**config.mk**
```make
export PLATFORM = sky130hd
export DESIGN_NAME = ha_scoreboard
export DESIGN_NICKNAME = d
export VERILOG_FILES = /design/src/rtl/ha_pkg.sv /design/src/rtl/ha_exp_fifo.sv /design/src/rtl/ha_scoreboard.sv
export SDC_FILE = /design/constraint.sdc
export NUM_CORES = 1
export LEC_CHECK = 0
export ABC_AREA = 1
export CORE_MARGIN = 2
export CORE_UTILIZATION = 29
export DETAILED_ROUTE_END_ITERATION = 12
export GPL_TIMING_DRIVEN = 0
export PLACE_DENSITY = 0.53
export SLEW_MARGIN = 20
export SYNTH_ARGS = -nofsm -noshare
export SYNTH_HDL_FRONTEND = slang
export SYNTH_SLANG_ARGS = --single-unit
```
**constraint.sdc**
```tcl
create_clock -name clk -period 2.6 [get_ports clk]
set_clock_uncertainty 0.1 [all_clocks]
set_input_delay 0.78 -clock clk [delete_from_list [all_inputs] [get_ports clk]]
set_output_delay 0.78 -clock clk [all_outputs]
set_load 0.02 [all_outputs]
```
**src/rtl/ha_pkg.sv**
```systemverilog
// Shared types for the half-adder result scoreboard: result layout, collector
// state encoding and the reference {carry, sum} function.
package ha_pkg;

  typedef struct packed {
    logic carry;
    logic sum;
  } ha_result_t;

  typedef enum logic [1:0] {
    IDLE  = 2'd0,
    BUSY  = 2'd1,
    FAULT = 2'd2
  } ha_sb_state_e;

  function automatic ha_result_t ha_expect(input logic a, input logic b);
    ha_result_t r;
    r.carry = a & b;
    r.sum   = a ^ b;
    return r;
  endfunction

endpackage

```
**src/rtl/ha_exp_fifo.sv**
```systemverilog
// Expected-result FIFO. Pointers carry one extra wrap bit so full and empty
// are told apart without a separate occupancy register.
module ha_exp_fifo
  import ha_pkg::*;
#(
  parameter int DEPTH = 4
) (
  input  logic                     clk,
  input  logic                     reset,
  input  logic                     i_clr,
  input  logic                     i_push,
  input  logic                     i_pop,
  input  ha_result_t               i_data,
  output ha_result_t               o_data,
  output logic                     o_full,
  output logic                     o_empty,
  output logic [$clog2(DEPTH):0]   o_count
);

  localparam int AW = $clog2(DEPTH);
  localparam logic [AW:0] PTR_ONE = {{AW{1'b0}}, 1'b1};

  logic [AW:0] r_wr_ptr;
  logic [AW:0] r_rd_ptr;
  ha_result_t  r_mem [DEPTH];

  always_ff @(posedge clk or negedge reset) begin
    if (!reset) begin
      r_wr_ptr <= '0;
      r_rd_ptr <= '0;
    end else if (i_clr) begin
      r_wr_ptr <= '0;
      r_rd_ptr <= '0;
    end else begin
      if (i_push) r_wr_ptr <= r_wr_ptr + PTR_ONE;
      if (i_pop)  r_rd_ptr <= r_rd_ptr + PTR_ONE;
    end
  end

  // Storage needs no reset: only entries between the pointers are ever read.
  always_ff @(posedge clk) begin
    if (i_push && !i_clr) r_mem[r_wr_ptr[AW-1:0]] <= i_data;
  end

  assign o_data  = r_mem[r_rd_ptr[AW-1:0]];
  assign o_empty = (r_wr_ptr == r_rd_ptr);
  assign o_full  = (r_wr_ptr[AW] != r_rd_ptr[AW]) &&
                   (r_wr_ptr[AW-1:0] == r_rd_ptr[AW-1:0]);
  assign o_count = r_wr_ptr - r_rd_ptr;

endmodule

```
**src/rtl/ha_scoreboard.sv**
```systemverilog
// In-order result checker for the half adder: queues expected {carry, sum}
// on each launch, compares each returned result, keeps saturating statistics.
module ha_scoreboard
  import ha_pkg::*;
#(
  parameter int DEPTH = 4,
  parameter int CNT_W = 16
) (
  input  logic                     clk,
  input  logic                     reset,
  input  logic                     clr,
  input  logic                     drv_en,
  input  logic                     a,
  input  logic                     b,
  input  logic                     valid,
  input  logic                     sum,
  input  logic                     carry,
  output logic [CNT_W-1:0]         pass_cnt,
  output logic [CNT_W-1:0]         err_cnt,
  output logic                     mismatch,
  output logic                     underflow,
  output logic                     overflow,
  output logic [$clog2(DEPTH):0]   pending,
  output logic                     fault,
  output ha_sb_state_e             dbg_state
);

  localparam int AW = $clog2(DEPTH);
  localparam logic [CNT_W-1:0] CNT_ONE = {{(CNT_W-1){1'b0}}, 1'b1};

  // drv_en and valid are single-cycle qualifiers without backpressure: every
  // cycle either is high counts as exactly one launch / one returned result.

  logic               w_full;
  logic               w_empty;
  logic [AW:0]        w_count;
  logic [AW:0]        w_next_cnt;
  ha_result_t         w_head;
  ha_result_t         w_obs;
  logic               w_pop;
  logic               w_push;
  logic               w_ovf;
  logic               w_udf;
  logic               w_match;
  ha_sb_state_e       r_state;
  ha_sb_state_e       w_state_nxt;
  logic [CNT_W-1:0]   r_pass_cnt;
  logic [CNT_W-1:0]   r_err_cnt;
  logic               r_mismatch;
  logic               r_underflow;
  logic               r_overflow;

  // A pop frees a slot in the same cycle, so a full FIFO still accepts a push.
  assign w_pop   = valid && !w_empty;
  assign w_push  = drv_en && (!w_full || w_pop);
  assign w_ovf   = drv_en && w_full && !w_pop;
  assign w_udf   = valid && w_empty;
  assign w_obs   = '{carry: carry, sum: sum};
  assign w_match = (w_head == w_obs);
  assign w_next_cnt = w_count + {{AW{1'b0}}, w_push} - {{AW{1'b0}}, w_pop};

  ha_exp_fifo #(.DEPTH(DEPTH)) u_fifo (
    .clk     (clk),
    .reset   (reset),
    .i_clr   (clr),
    .i_push  (w_push),
    .i_pop   (w_pop),
    .i_data  (ha_expect(a, b)),
    .o_data  (w_head),
    .o_full  (w_full),
    .o_empty (w_empty),
    .o_count (w_count)
  );

  always_ff @(posedge clk or negedge reset) begin
    if (!reset) r_state <= IDLE;
    else        r_state <= w_state_nxt;
  end

  always_comb begin
    w_state_nxt = r_state;
    if (clr)                        w_state_nxt = IDLE;
    else if (w_ovf || w_udf)        w_state_nxt = FAULT;
    else if (r_state == FAULT)      w_state_nxt = FAULT;
    else if (w_next_cnt == '0)      w_state_nxt = IDLE;
    else                            w_state_nxt = BUSY;
  end

  always_ff @(posedge clk or negedge reset) begin
    if (!reset) begin
      r_pass_cnt  <= '0;
      r_err_cnt   <= '0;
      r_mismatch  <= 1'b0;
      r_underflow <= 1'b0;
      r_overflow  <= 1'b0;
    end else if (clr) begin
      r_pass_cnt  <= '0;
      r_err_cnt   <= '0;
      r_mismatch  <= 1'b0;
      r_underflow <= 1'b0;
      r_overflow  <= 1'b0;
    end else begin
      r_mismatch <= w_pop && !w_match;
      if (w_pop && w_match && (r_pass_cnt != {CNT_W{1'b1}}))
        r_pass_cnt <= r_pass_cnt + CNT_ONE;
      if (w_pop && !w_match && (r_err_cnt != {CNT_W{1'b1}}))
        r_err_cnt <= r_err_cnt + CNT_ONE;
      if (w_udf) r_underflow <= 1'b1;
      if (w_ovf) r_overflow  <= 1'b1;
    end
  end

  assign pass_cnt  = r_pass_cnt;
  assign err_cnt   = r_err_cnt;
  assign mismatch  = r_mismatch;
  assign underflow = r_underflow;
  assign overflow  = r_overflow;
  assign pending   = w_count;
  assign fault     = (r_state == FAULT);
  assign dbg_state = r_state;

endmodule

```
==> results.sh <==
export IMPL_whs_ns=0.327
export IMPL_leakage_nw=1.98
export IMPL_h_tree_depth=2
export IMPL_arrival_ns=1.67
export IMPL_cts_sinks=51
export IMPL_muxShareOfSynthArea_pct=0
export IMPL_grt_max_degree=28
export IMPL_grt_antenna_before_repair=0
export IMPL_setup_viol=0
export IMPL_cts_buffer_depth=2
export IMPL_cp_end_kind="primary output"
export IMPL_cts_buffers=5
export IMPL_synth_avg_cell_area_um2=7.47
export IMPL_dp_hpwl_mm=6.28
export IMPL_crit_path_start_kind="register"
export IMPL_switching_share_pct=33.4
export IMPL_rows=39
export IMPL_async_flop_share_pct=84.3
export IMPL_drv_slew=0
export IMPL_outcome="completed"
export IMPL_synth_edff_count=8
export IMPL_clock_fmax_ghz=0.393
export IMPL_tightest_slew_ns=0.537
export IMPL_ant_nets=0
export IMPL_hold_viol=0
export IMPL_syn_num_nets=469
export IMPL_dr_total_vias=3118
export IMPL_synth_area_um2=3340
export IMPL_nNetsFinal=542
export IMPL_postSynthCellCount=447
export IMPL_die_y_um=111
export IMPL_synth_seq_cells=51
export IMPL_max_vdd_ir_drop_mv=0.268
export IMPL_ioPinCount=50
export IMPL_vias_per_cell=4.70
export IMPL_grt_pass1_vias=3076
export IMPL_diodes=0
export IMPL_min_period_ns=2.55
export IMPL_wl_per_cell_um=12.9
export IMPL_hp_class="input pin to async pin"
export IMPL_worst_slack_ns=0.0544
export IMPL_relSlewSlack_pct=64.2
export IMPL_worstSetupPathType="register to primary output"
export IMPL_first_pass_iters=4
export IMPL_io_buffers=49
export IMPL_globalRoute_totalOverflow=0
export IMPL_synth_top_flop_cell="dfrtp_1"
export IMPL_synth_top_family_by_area="simple AND/OR/NAND/NOR gates"
export IMPL_synth_cell_types=37
export IMPL_rsz0062_at_grt="yes"
export IMPL_grt_pass1_wl_mm=14.9
export IMPL_clk_pin_slew_ns=0.07
export IMPL_p_switching_w=0.000780
export IMPL_synth_adder_area_share_pct=5.32
export IMPL_cts_tree="built"
export IMPL_p_seq_share_pct=38.4
export IMPL_initial_utilization_pct=29.5
export IMPL_routed_wl_mm=8.59
export IMPL_place_congestion=0.843
export IMPL_drtIter0Drc=151
export IMPL_yosysWarnings=0
export IMPL_synth_xor_area_share_pct=4.68
export IMPL_crit_fanout=3
export IMPL_rr_worst_depth=15
export IMPL_drc=0
export IMPL_cap_violations=0
export IMPL_r2r_slack_ns=0.12
export IMPL_period_share_pct=97.9
export IMPL_area_delta_synth_final_pct=30.8
export IMPL_drive_gt1_share_pct=14.8
export IMPL_power_frac_comb_pct=34.2
export IMPL_power_density_nw_per_um2=535
export IMPL_grt_usage_pct=14.3
export IMPL_postLayoutCoreUtil_pct=38.6
export IMPL_clockPowerShare_pct=27.4
export IMPL_die_area_um2=12400
export IMPL_critical_path_required_ns=1.72
export IMPL_synth_compound_area_share_pct=4.42
export IMPL_cts_hold_buf=0
export IMPL_synth_simple_area_share_pct=37.9
export IMPL_dpl_worst_slack_ns=-0.749
export IMPL_coreArea_um2=11300
export IMPL_synth_seq_area_share_pct=39.4
export IMPL_clock_root_buffer="clkbuf_16"
export IMPL_die_w_um=111
export IMPL_insertion_delay_ns=0.29
export IMPL_p_int_w=0.00156
==> state kept, by name, indices dropped and copies added, names as in the netlist <==
register         cells
mismatch             1
u_fifo.r_wr_ptr      3
dbg_state            2
pass_cnt            16
overflow             1
u_fifo.r_mem         8
u_fifo.r_rd_ptr      3
err_cnt             16
underflow            1
==> cell usage in the layout (no fill, tap or decap), drive strengths merged, types with 3 or more instances in the layout <==
cell type	synthesis	layout
a21oi	8	8
nand3	55	55
xor2	11	11
inv	50	50
clkinv	0	3
dfrtp	43	43
nor2	64	64
ha	11	11
edfxtp	8	8
buf	11	31
xnor2	6	6
nor3	8	8
clkbuf	2	7
clkdlybuf4s50	0	44
nand2	130	130
o21ai	12	12
nand4	18	18
==> per-stage QoR <==
| stage | std cells | power [W] | TNS [ns] | instance area [µm²] |
|---|---|---|---|---|
| after floorplan | 447 | 0.00133 | 0 | 3340 |
| after global placement | 639 | 0.00155 | -28.57 | 4010 |
| after detailed placement | 640 | 0.00156 | -1.74 | 4020 |
| after CTS | 656 | 0.00227 | 0 | 4250 |
| after global routing | 664 | 0.00248 | -0.0350 | 4370 |
| final | 664 | 0.00234 | 0 | 4370 |
==> path summary, 6_finish.rpt <==
path | start | endpoint
hold reg to reg | underflow$_DFFE_PN0P_ | underflow$_DFFE_PN0P_
hold / removal | reset | err_cnt[8]$_DFFE_PN0P_
max in group asynchronous | reset | u_fifo.r_rd_ptr[0]$_DFFE_PN0P_
setup reg to reg | u_fifo.r_wr_ptr[0]$_DFFE_PN0P_ | dbg_state[0]$_DFF_PN0_
min in group clk | underflow$_DFFE_PN0P_ | underflow$_DFFE_PN0P_
setup / recovery | u_fifo.r_wr_ptr[0]$_DFFE_PN0P_ | pending[0]
==> per-layer routing <==
layer,vias up,global-route usage (%),part of all wire (%)
met2,64,24.4,48
met3,10,2.41,3.4
met5,-,0,0
met1,1458,19.4,48
li1,1586,-,-
met4,0,2.88,1.0
==> layout make-up <==
class	instances	area, µm²
Buffer	13	86.3
Clock inverter	3	15.0
Tap cell	143	179
Fill cell	1197	6950
Clock buffer	5	125
Timing Repair Buffer	66	622
Multi-Input combinational cell	333	1830
Sequential cell	51	1320
Inverter	50	193
==> what timing repair did <==
| item | CTS | global route |
|---|---|---|
| gates resized for setup | 23 | 16 |
| pin swaps | 2 | 11 |
| setup buffers | 8 | 8 |
| endpoints found under the setup margin | 4 | 4 |
==> power by group through the flow <==
| stage | combinational (W) | sequential, W | clock [W] |
|---|---|---|---|
| after floorplan | 0.000386 | 0.000945 | 0 |
| after global placement | 0.000636 | 0.000918 | 0 |
| after detailed placement | 0.000644 | 0.000918 | 0 |
| after CTS | 0.000704 | 0.000899 | 0.000664 |
| after global routing | 0.000887 | 0.000905 | 0.000687 |
| final | 0.000799 | 0.000898 | 0.000642 |
==> worst max-delay path, cell delays in order, from the launching register on <==
cell and delay (ns):
dfrtp_1 0.38, inv_2 0.09, ha_4 0.22, inv_1 0.08, clkdlybuf4s50_1 0.60
==> synthesized netlist by cell type (all sizes together) (2+ instances only) <==
library cell / instances / area [µm²]
dfrtp: 43 / 1080
xnor2: 6 / 60.1
a21oi: 8 / 51.3
nand2: 130 / 510
inv: 50 / 190
edfxtp: 8 / 240
nand4: 18 / 119
o21bai: 2 / 15.0
o21ai: 12 / 60.1
a211oi: 2 / 15.0
ha: 11 / 138
xor2: 11 / 96.3
clkbuf: 2 / 7.51
nor3b: 2 / 15.0
nor2: 64 / 277
nor3: 8 / 40.0
fa: 2 / 40.0
buf: 11 / 78.8
nand3: 55 / 298
==> logic make-up (layout without fill, tap and decap cells) <==
family,after synthesis,in the layout
AND/OR/NAND/NOR,278,278
buffers and inverters,63,137
flip-flops,51,51
AO/OA/AOI/OAI,25,25
XOR/XNOR,17,17
adder cells (fa/ha/maj),13,13
Power figures use the tool's default switching activity.
